===== config.mk =====
export PLATFORM = sky130hd
export DESIGN_NAME = operand_fetch
export DESIGN_NICKNAME = d
export VERILOG_FILES = /design/src/rtl/riscv_pkg.sv /design/src/rtl/reg_scoreboard.sv /design/src/rtl/operand_fetch.sv
export SDC_FILE = /design/constraint.sdc
export NUM_CORES = 1
export LEC_CHECK = 0
export ABC_AREA = 1
export CAP_MARGIN = 10
export CORE_UTILIZATION = 41
export CTS_CLUSTER_DIAMETER = 100
export CTS_CLUSTER_SIZE = 16
export DETAILED_ROUTE_END_ITERATION = 10
export GPL_ROUTABILITY_DRIVEN = 0
export HOLD_SLACK_MARGIN = 0.1
export PLACE_DENSITY = 0.78
export SYNTH_ARGS = -nofsm -noshare
export SYNTH_HDL_FRONTEND = slang
export SYNTH_HIERARCHICAL = 1
export SYNTH_SLANG_ARGS = --single-unit

===== constraint.sdc =====
create_clock -name clock -period 2.29 [get_ports clock]
set_input_delay 0.458 -clock clock [delete_from_list [all_inputs] [get_ports clock]]
set_output_delay 0.458 -clock clock [all_outputs]
set_load 0.02 [all_outputs]

===== src/rtl/riscv_pkg.sv =====
// Shared RV32I core definitions: architectural widths and common index/data types.
// Latency: n/a (types and constants only).
// Backpressure: n/a.
package riscv_pkg;

  localparam int XLEN       = 32;
  localparam int REG_ADDR_W = 5;
  localparam int NUM_REGS   = 32;

  typedef logic [XLEN-1:0]       word_t;
  typedef logic [REG_ADDR_W-1:0] reg_idx_t;

endpackage


===== src/rtl/reg_scoreboard.sv =====
// Pending-write scoreboard: one busy bit per architectural register, x0 never busy.
// Latency: set/clear visible in busy_q next cycle; query outputs are combinational and
//          already fold in this cycle's clear and set, so callers need no extra terms.
// Backpressure: none; the caller turns the query outputs into a stall.
// Ports: clock/rst; set_en/set_idx (EX fire with rd_we); clr_en/clr_idx (writeback);
//        q_rs1/q_rs2 source queries -> rs1_busy/rs2_busy; q_rd -> rd_busy (WAW).
module reg_scoreboard
  import riscv_pkg::*;
(
  input  logic     clock,
  input  logic     rst,
  input  logic     set_en,
  input  reg_idx_t set_idx,
  input  logic     clr_en,
  input  reg_idx_t clr_idx,
  input  reg_idx_t q_rs1,
  input  reg_idx_t q_rs2,
  input  reg_idx_t q_rd,
  output logic     rs1_busy,
  output logic     rs2_busy,
  output logic     rd_busy
);

  logic [NUM_REGS-1:0] busy_q;
  logic [NUM_REGS-1:0] busy_d;

  // Set is applied after clear so a same-index collision leaves the bit set:
  // the newly fired writer is still outstanding.
  always_comb begin
    busy_d = busy_q;
    if (clr_en) busy_d[clr_idx] = 1'b0;
    if (set_en) busy_d[set_idx] = 1'b1;
    busy_d[0] = 1'b0;
  end

  always_ff @(posedge clock) begin
    if (rst) busy_q <= '0;
    else     busy_q <= busy_d;
  end

  // A source is free in the writeback cycle because the value is bypassed,
  // but it is busy if its producer leaves the slot this very cycle.
  function automatic logic src_busy(input reg_idx_t rs);
    return (rs != '0) &&
           ((busy_q[rs] && !(clr_en && clr_idx == rs)) ||
            (set_en && set_idx == rs));
  endfunction

  // Destination check has no writeback exception: the older write must fully
  // retire before a younger writer to the same register may issue.
  always_comb begin
    rs1_busy = src_busy(q_rs1);
    rs2_busy = src_busy(q_rs2);
    rd_busy  = (q_rd != '0) && (busy_q[q_rd] || (set_en && set_idx == q_rd));
  end

endmodule


===== src/rtl/operand_fetch.sv =====
// Decode-to-execute operand stage: reads register file, bypasses writeback, zeroes x0,
// stalls RAW/WAW hazards via a scoreboard, and registers operands into one EX slot.
// Latency: 1 cycle ID handshake -> ex_valid; backpressure: id_ready drops while the slot
// is full and ex_ready is low, during a hazard, or during flush.
// Ports: id_* decode request; rf_ra*/rf_rd* register file read; wb_* writeback; ex_* slot.
module operand_fetch #(
  parameter int XLEN       = 32,
  parameter int REG_ADDR_W = 5
) (
  input  logic                  clock,
  input  logic                  rst,
  input  logic                  flush,
  input  logic                  id_valid,
  output logic                  id_ready,
  input  logic [REG_ADDR_W-1:0] id_rs1,
  input  logic [REG_ADDR_W-1:0] id_rs2,
  input  logic                  id_use_rs1,
  input  logic                  id_use_rs2,
  input  logic [REG_ADDR_W-1:0] id_rd,
  input  logic                  id_rd_we,
  input  logic [XLEN-1:0]       id_pc,
  input  logic [XLEN-1:0]       id_imm,
  output logic [REG_ADDR_W-1:0] rf_ra1,
  output logic [REG_ADDR_W-1:0] rf_ra2,
  input  logic [XLEN-1:0]       rf_rd1,
  input  logic [XLEN-1:0]       rf_rd2,
  input  logic                  wb_we,
  input  logic [REG_ADDR_W-1:0] wb_rd,
  input  logic [XLEN-1:0]       wb_data,
  output logic                  ex_valid,
  input  logic                  ex_ready,
  output logic [XLEN-1:0]       ex_rs1_val,
  output logic [XLEN-1:0]       ex_rs2_val,
  output logic [XLEN-1:0]       ex_pc,
  output logic [XLEN-1:0]       ex_imm,
  output logic [REG_ADDR_W-1:0] ex_rd,
  output logic                  ex_rd_we
);

  import riscv_pkg::*;

  logic                  ex_valid_q,   ex_valid_d;
  logic [XLEN-1:0]       ex_rs1_val_q, ex_rs1_val_d;
  logic [XLEN-1:0]       ex_rs2_val_q, ex_rs2_val_d;
  logic [XLEN-1:0]       ex_pc_q,      ex_pc_d;
  logic [XLEN-1:0]       ex_imm_q,     ex_imm_d;
  logic [REG_ADDR_W-1:0] ex_rd_q,      ex_rd_d;
  logic                  ex_rd_we_q,   ex_rd_we_d;

  logic ex_fire;
  logic id_fire;
  logic sb_set;
  logic rs1_busy, rs2_busy, rd_busy;
  logic hazard;
  logic [XLEN-1:0] rs1_sel, rs2_sel;

  assign rf_ra1 = id_rs1;
  assign rf_ra2 = id_rs2;

  // An instruction leaving the slot counts even during flush; only the held
  // (non-firing) one is dropped.
  assign ex_fire = ex_valid_q && ex_ready;
  assign sb_set  = ex_fire && ex_rd_we_q;

  reg_scoreboard u_sb (
    .clock    (clock),
    .rst      (rst),
    .set_en   (sb_set),
    .set_idx  (ex_rd_q),
    .clr_en   (wb_we),
    .clr_idx  (wb_rd),
    .q_rs1    (id_rs1),
    .q_rs2    (id_rs2),
    .q_rd     (id_rd),
    .rs1_busy (rs1_busy),
    .rs2_busy (rs2_busy),
    .rd_busy  (rd_busy)
  );

  assign hazard = id_valid && ((id_use_rs1 && rs1_busy) ||
                               (id_use_rs2 && rs2_busy) ||
                               (id_rd_we   && rd_busy));

  assign id_ready = !flush && !hazard && (!ex_valid_q || ex_ready);
  assign id_fire  = id_valid && id_ready;

  // x0 first, then same-cycle writeback bypass (register file returns the old value).
  function automatic logic [XLEN-1:0] pick(input logic [REG_ADDR_W-1:0] rs,
                                           input logic [XLEN-1:0]       rf_val);
    if (rs == '0)                 return '0;
    else if (wb_we && wb_rd == rs) return wb_data;
    else                          return rf_val;
  endfunction

  always_comb begin
    rs1_sel = pick(id_rs1, rf_rd1);
    rs2_sel = pick(id_rs2, rf_rd2);
  end

  always_comb begin
    ex_valid_d   = ex_valid_q;
    ex_rs1_val_d = ex_rs1_val_q;
    ex_rs2_val_d = ex_rs2_val_q;
    ex_pc_d      = ex_pc_q;
    ex_imm_d     = ex_imm_q;
    ex_rd_d      = ex_rd_q;
    ex_rd_we_d   = ex_rd_we_q;
    if (flush) begin
      ex_valid_d = 1'b0;
    end else if (id_fire) begin
      ex_valid_d   = 1'b1;
      ex_rs1_val_d = rs1_sel;
      ex_rs2_val_d = rs2_sel;
      ex_pc_d      = id_pc;
      ex_imm_d     = id_imm;
      ex_rd_d      = id_rd;
      ex_rd_we_d   = id_rd_we;
    end else if (ex_fire) begin
      ex_valid_d = 1'b0;
    end
  end

  always_ff @(posedge clock) begin
    if (rst) begin
      ex_valid_q   <= 1'b0;
      ex_rs1_val_q <= '0;
      ex_rs2_val_q <= '0;
      ex_pc_q      <= '0;
      ex_imm_q     <= '0;
      ex_rd_q      <= '0;
      ex_rd_we_q   <= 1'b0;
    end else begin
      ex_valid_q   <= ex_valid_d;
      ex_rs1_val_q <= ex_rs1_val_d;
      ex_rs2_val_q <= ex_rs2_val_d;
      ex_pc_q      <= ex_pc_d;
      ex_imm_q     <= ex_imm_d;
      ex_rd_q      <= ex_rd_d;
      ex_rd_we_q   <= ex_rd_we_d;
    end
  end

  assign ex_valid   = ex_valid_q;
  assign ex_rs1_val = ex_rs1_val_q;
  assign ex_rs2_val = ex_rs2_val_q;
  assign ex_pc      = ex_pc_q;
  assign ex_imm     = ex_imm_q;
  assign ex_rd      = ex_rd_q;
  assign ex_rd_we   = ex_rd_we_q;

endmodule


# Word level (Yosys, flattened, before mapping)
# Index checks and enable logic that the tools add are counted.
dict set report word_totals {
  elab_cells 83
  reg_bits 167
  ram_bits 0
  output_inout_bits 146
  latchBits 0
  n_memories 0
  rom_bits 0
}
dict set report op_classes {
  n_reduce_logical 40
  n_eq_ne 5
  shift 0
  multipliers 0
  n_lt_le_gt_ge 7
  mux 18
  n_div 0
  n_addsub 0
  n_bitwise 4
}
# operator n
set ops {}
lappend ops {{2-to-1 mux 32 bit} 6}
lappend ops {{AND 32 bit} 1}
lappend ops {{inverter 32 bit} 1}
lappend ops {{bitwise OR 32 bit} 1}
lappend ops {{< comparator 5 x 6 -> 1 bit, second input constant} 5}
lappend ops {{equality test 5 bit} 5}
lappend ops {{logical AND 1 bit} 21}
lappend ops {{binary-select mux 1 bit (select 5 bit)} 3}
lappend ops {{nonzero test 5 bit} 3}
lappend ops {{demux 1 bit (select 5 bit)} 2}
lappend ops {{>= comparator 5 x 1 -> 1 bit, second input constant} 2}
lappend ops {{zero test 5 bit} 2}
lappend ops {{2-to-1 mux 1 bit} 7}
lappend ops {{logical OR 1 bit} 6}
lappend ops {{zero test 1 bit} 5}
lappend ops {{AND reduction 2 bit} 1}
lappend ops {{nonzero test 2 bit} 1}
lappend ops {{OR reduction 2 bit} 1}
lappend ops {{inverter 1 bit} 1}

# Depth between registers and ports, before layout
dict set report depth {
  ltp_word 15
  depth_mapped 19
}

# Cells and area by module
# The synthesis kept the hierarchy.
# module area_per_inst_um2 instances cells_per_inst
set modules_own_cells {}
lappend modules_own_cells {operand_fetch 6259.8 1 902}
lappend modules_own_cells {reg_scoreboard 2627.5 1 458}

# Worst setup path before layout
# OpenSTA, ideal clock, no wires.
dict set report synth_timing {
  kind {input port to output port}
  startpoint {input id_rs2[0]}
  endpoint {output id_ready}
  n_path_buf 4
  path_stages 15
  path_slack_ns -0.069
  t_arrival_ns 1.901
  t_required_ns 1.832
  cell_sequence {buf_2 -> buf_6 -> nand2_1 -> nand3_1 -> nand3_1 -> nand3_1 -> nand3_1 -> nand3_1 -> a21oi_1 -> nand2_1 -> nand2_1 -> a21oi_2 -> o21a_1 -> buf_2 -> buf_2}
}
dict set report synth_between {
  elab_chain_len 13
}
# item line
set synth_lines {}
lappend synth_lines {{start, declared} operand_fetch.sv:16} ;# input logic [REG_ADDR_W-1:0] id_rs2,
lappend synth_lines {{parallel branches: the longest is 5 deep, another holds binary-select mux 1 bit (select 5 bit)} n/a}
lappend synth_lines {{logical AND 1 bit *} reg_scoreboard.sv:44} ;# return (rs != '0) &&
lappend synth_lines {{net rs2_busy} operand_fetch.sv:53} ;# logic rs1_busy, rs2_busy, rd_busy;
lappend synth_lines {{logical AND 1 bit *} operand_fetch.sv:81} ;# (id_use_rs2 && rs2_busy) ||
lappend synth_lines {{logical OR 1 bit *} operand_fetch.sv:80} ;# assign hazard = id_valid && ((id_use_rs1 && rs1_busy) ||
lappend synth_lines {{logical OR 1 bit *} operand_fetch.sv:81}
lappend synth_lines {{logical AND 1 bit *} operand_fetch.sv:80}
lappend synth_lines {{zero test 1 bit *} operand_fetch.sv:84} ;# assign id_ready = !flush && !hazard && (!ex_valid_q || ex_ready);
lappend synth_lines {{logical AND 1 bit * (2 in a row)} operand_fetch.sv:84}
lappend synth_lines {{end, declared} operand_fetch.sv:14} ;# output logic id_ready,
# Mark *: on every way through the listed nets, which the timed path passes. The select of a mux whose other input is x is not followed.

# Final worst setup path
dict set report layout_timing {
  startpoint {register u_sb.busy_q[26]}
  endpoint {output id_ready}
}
# item line
set layout_lines {}
lappend layout_lines {{start, declared} reg_scoreboard.sv:24} ;# logic [NUM_REGS-1:0] busy_q;
lappend layout_lines {{start signal, assigned} reg_scoreboard.sv:38} ;# else busy_q <= busy_d;
lappend layout_lines {{binary-select mux 1 bit (select 5 bit)} reg_scoreboard.sv:54} ;# rd_busy = (q_rd != '0) && (busy_q[q_rd] || (set_en && set_idx == q_rd));
lappend layout_lines {{2-to-1 mux 1 bit (not written as such)} reg_scoreboard.sv:54}
lappend layout_lines {{logical OR 1 bit} reg_scoreboard.sv:54}
lappend layout_lines {{logical AND 1 bit} reg_scoreboard.sv:54}
lappend layout_lines {{net rd_busy} operand_fetch.sv:53}
lappend layout_lines {{logical AND 1 bit} operand_fetch.sv:82} ;# (id_rd_we && rd_busy));
lappend layout_lines {{logical OR 1 bit} operand_fetch.sv:81}
lappend layout_lines {{logical AND 1 bit} operand_fetch.sv:80}
lappend layout_lines {{zero test 1 bit} operand_fetch.sv:84}
lappend layout_lines {{logical AND 1 bit (2 in a row)} operand_fetch.sv:84}
# The timed path passes the listed nets, and every way through them passes these cells. The select of a mux whose other input is x is not followed.

==> results_dict.tcl <==
set metrics [dict create \
    grt_overflow_total 0 \
    max-vdd-ir-drop_mv 0.4805 \
    num_io_pins 335 \
    cts_made_buffers 17 \
    num_rows 53 \
    fin_crit_ns 2.564 \
    synth_fp_nets 1549 \
    post_dp_cell_area_mm2 0.01299 \
    fin_cells 2029 \
    tightest_slew_ns 0.6120 \
    die-width_um 149.2 \
    use_met2_pct 49.05 \
    power_w 0.007878 \
    critPathKind "reg2out" \
    final_nets 1928 \
    routed_wirelength_um 36830 \
    holdWs_ns 0.4489 \
    synth.top_cell.area_share_pct 37.39 \
    drc 0 \
    gr-usage-all-layers_pct 30.44 \
    clock.fmax_ghz 0.3900 \
    hp-class "in2reg" \
    grt_max_degree 71 \
    cts_tree "built" \
    core_mm2 0.02115 \
    syn-instance-count 1360 \
    grt_pass1_wl_um 53010 \
    clk_pin_slew_ns 0.07 \
    busiest_layer "met2" \
    start_kind "flip-flop" \
    post_route_cells_drive_above_1_share_pct 20.72 \
    first_pass_iters 7 \
    cp.arrival_ns 2.11 \
    postCtsHoldBufs 0 \
    dp_cells 1976 \
    end_kind "primary output" \
    syn_area_per_cell_um2 6.535 \
    final_cell_mix "459 x nand2_1, 310 x clkdlybuf4s50_1, 204 x nand3_1" \
    io_buffers 334 \
    fin_crit_sh_pct 112.0 \
    clock_latency_ns 0.43 \
    viasPerCell 5.501 \
    ys_ff_latch 166 \
    relSlewSlack_pct 59.20 \
    rsz0062_at_grt "true" \
    detailedPlacementHpwl_um 24680 \
    vias 11161 \
    ys_top_cells_by_area "dfxtp_1 37%, nand2_1 21%, nand3_1 13%" \
    skew_ns 0.01370 \
    synth_ff_type "dfxtp_1" \
    met1_usage_pct 36.89 \
    ys_seq_area_share_pct 37.39 \
    cellLeakagePower_nw 5.860 \
    cts_sinks 166 \
    hold_violations 0 \
    wl_per_cell_um 18.15 \
    drt_first_iter_violations 999 \
    ant_nets 0 \
    power_density_mw_per_mm2 548.1 \
    utilization_pct 67.95 \
    fp.dieArea_mm2 0.02227 \
    area_delta_synth_final_pct 61.75 \
    synth.distinct_cells 31 \
    drv_cap 0 \
    initial_core_util_pct 42.01 \
    fin_area_mm2 0.01438 \
    final_common_cell "nand2_1" \
    synth_warnings 6 \
    path_max_fanout 3 \
    required_ns 1.83 \
    slew_violations 0 \
    clockRootBuffer "clkbuf_16" \
    yosys.area.top_type "dfxtp_1" \
    use_met3_pct 6.911 \
    grt_pass1_vias 10246 \
    die_h_um 149.2 \
    synth_edf_count 0 \
    status "finished with violations" \
    synthesis.area_mm2 0.008887 \
    clockBufferDepth 2 \
    antenna_found_initial 2 \
    violations "negative setup slack" \
    setup_viol 103 \
    fin_ws_ns -0.2742 \
    h-tree-depth 4 \
    async_flop_share_pct 0 \
]
==> stage by stage <==
step           TNS, ns  setup slack (ns)
6_report        -6.930           -0.2742
5_1_grt         -21.03           -0.3612
4_1_cts        -0.3031           -0.2045
3_5_place_dp   -110.47            -1.050
3_3_place_gp   -103.40            -1.025
2_1_floorplan        0          0.001174
==> worst max-delay path, stage by stage (launching register included) <==
cell and delay (ns):
dfxtp_2 0.33, inv_2 0.10, nand2_2 0.06, nand3_1 0.09
nand4_1 0.12, nand3_1 0.12, nand2_1 0.07, nand2_1 0.06
nand3_1 0.07, nand2_1 0.06, inv_1 0.04, nand2_2 0.08
nand2_2 0.05, a21oi_2 0.12, o21a_2 0.16, buf_6 0.13
==> cell type report <==
class / instances / area, um2
Multi-Input combinational cell: 1022 / 5199
Fill cell: 1751 / 6779
Clock inverter: 15 / 157.7
Antenna cell: 2 / 5.005
Tap cell: 275 / 344.1
Clock buffer: 17 / 425.4
Inverter: 71 / 290.3
Timing Repair Buffer: 461 / 4597
Sequential cell: 166 / 3357
==> flip-flops by register name, summed over array words and instances (netlist names) <==
| name | count |
|---|---|
| ex_imm | 32 |
| ex_pc | 32 |
| ex_rd | 5 |
| ex_rd_we | 1 |
| ex_rs1_val | 32 |
| ex_rs2_val | 32 |
| ex_valid | 1 |
| u_sb/busy_q | 31 |
==> per-layer routing <==
layer  wire [um]  vias up  share of wire (%)
li1            -     5218                  -
met1       13770     5066                 37
met2       17490      710                 47
met3        3717      167                 10
met4        1846        0                5.0
met5           0        -                  0
==> Yosys cell counts, types with 2 or more instances <==
library cell / n
nor3_4: 2
dfxtp_1: 166
o211ai_1: 2
a211oi_1: 3
o22ai_1: 11
clkinv_1: 2
buf_2: 39
nor3_1: 13
a21oi_1: 152
clkbuf_1: 28
buf_6: 14
nor2_4: 3
a21oi_2: 32
xor2_1: 4
nand4_1: 5
nand2_1: 504
xnor2_1: 3
nor2_1: 18
inv_1: 63
buf_4: 15
o21ai_0: 35
nand3_1: 225
buf_1: 5
nor2_2: 5
inv_2: 5
==> worst paths after layout <==
| check | start | to | slack, ns | depth (start not counted) |
|---|---|---|---|---|
| setup reg to reg | u_sb/busy_q[26]$_SDFF_PP0_ | ex_imm[9]$_SDFFE_PP0P_ | -0.14 | 17 |
| hold / removal | rst | ex_imm[4]$_SDFFE_PP0P_ | 0.45 | 2 |
| setup / recovery | u_sb/busy_q[26]$_SDFF_PP0_ | id_ready | -0.27 | 15 |
| hold reg to reg | ex_pc[7]$_SDFFE_PP0P_ | ex_pc[7]$_SDFFE_PP0P_ | 0.47 | 2 |
==> power by group <==
part / leakage [nW] / total [W] / internal (W) / switching, W
Sequential: 1.36 / 0.00306 / 0.00300 / 0.0000647
Combinational: 4.22 / 0.00196 / 0.000924 / 0.00104
Clock: 0.280 / 0.00285 / 0.00146 / 0.00139
==> cell families after synthesis <==
| kind of cell | share of synthesized area, % |
|---|---|
| DFF | 37.39 |
| buffers and inverters | 9.658 |
| xor gates and xnor gates | 0.6899 |
| AOI/OAI and AO/OA | 15.06 |
| and+or+nand+nor | 37.20 |
==> what timing repair did <==
action                                  in CTS  in global routing
resized for setup                          131                113
pin swaps                                   40                 44
buffers inserted                             7                  5
gates cloned                                 4                  4
endpoints found under the setup margin     140                137
Power figures use the tool's default switching activity.
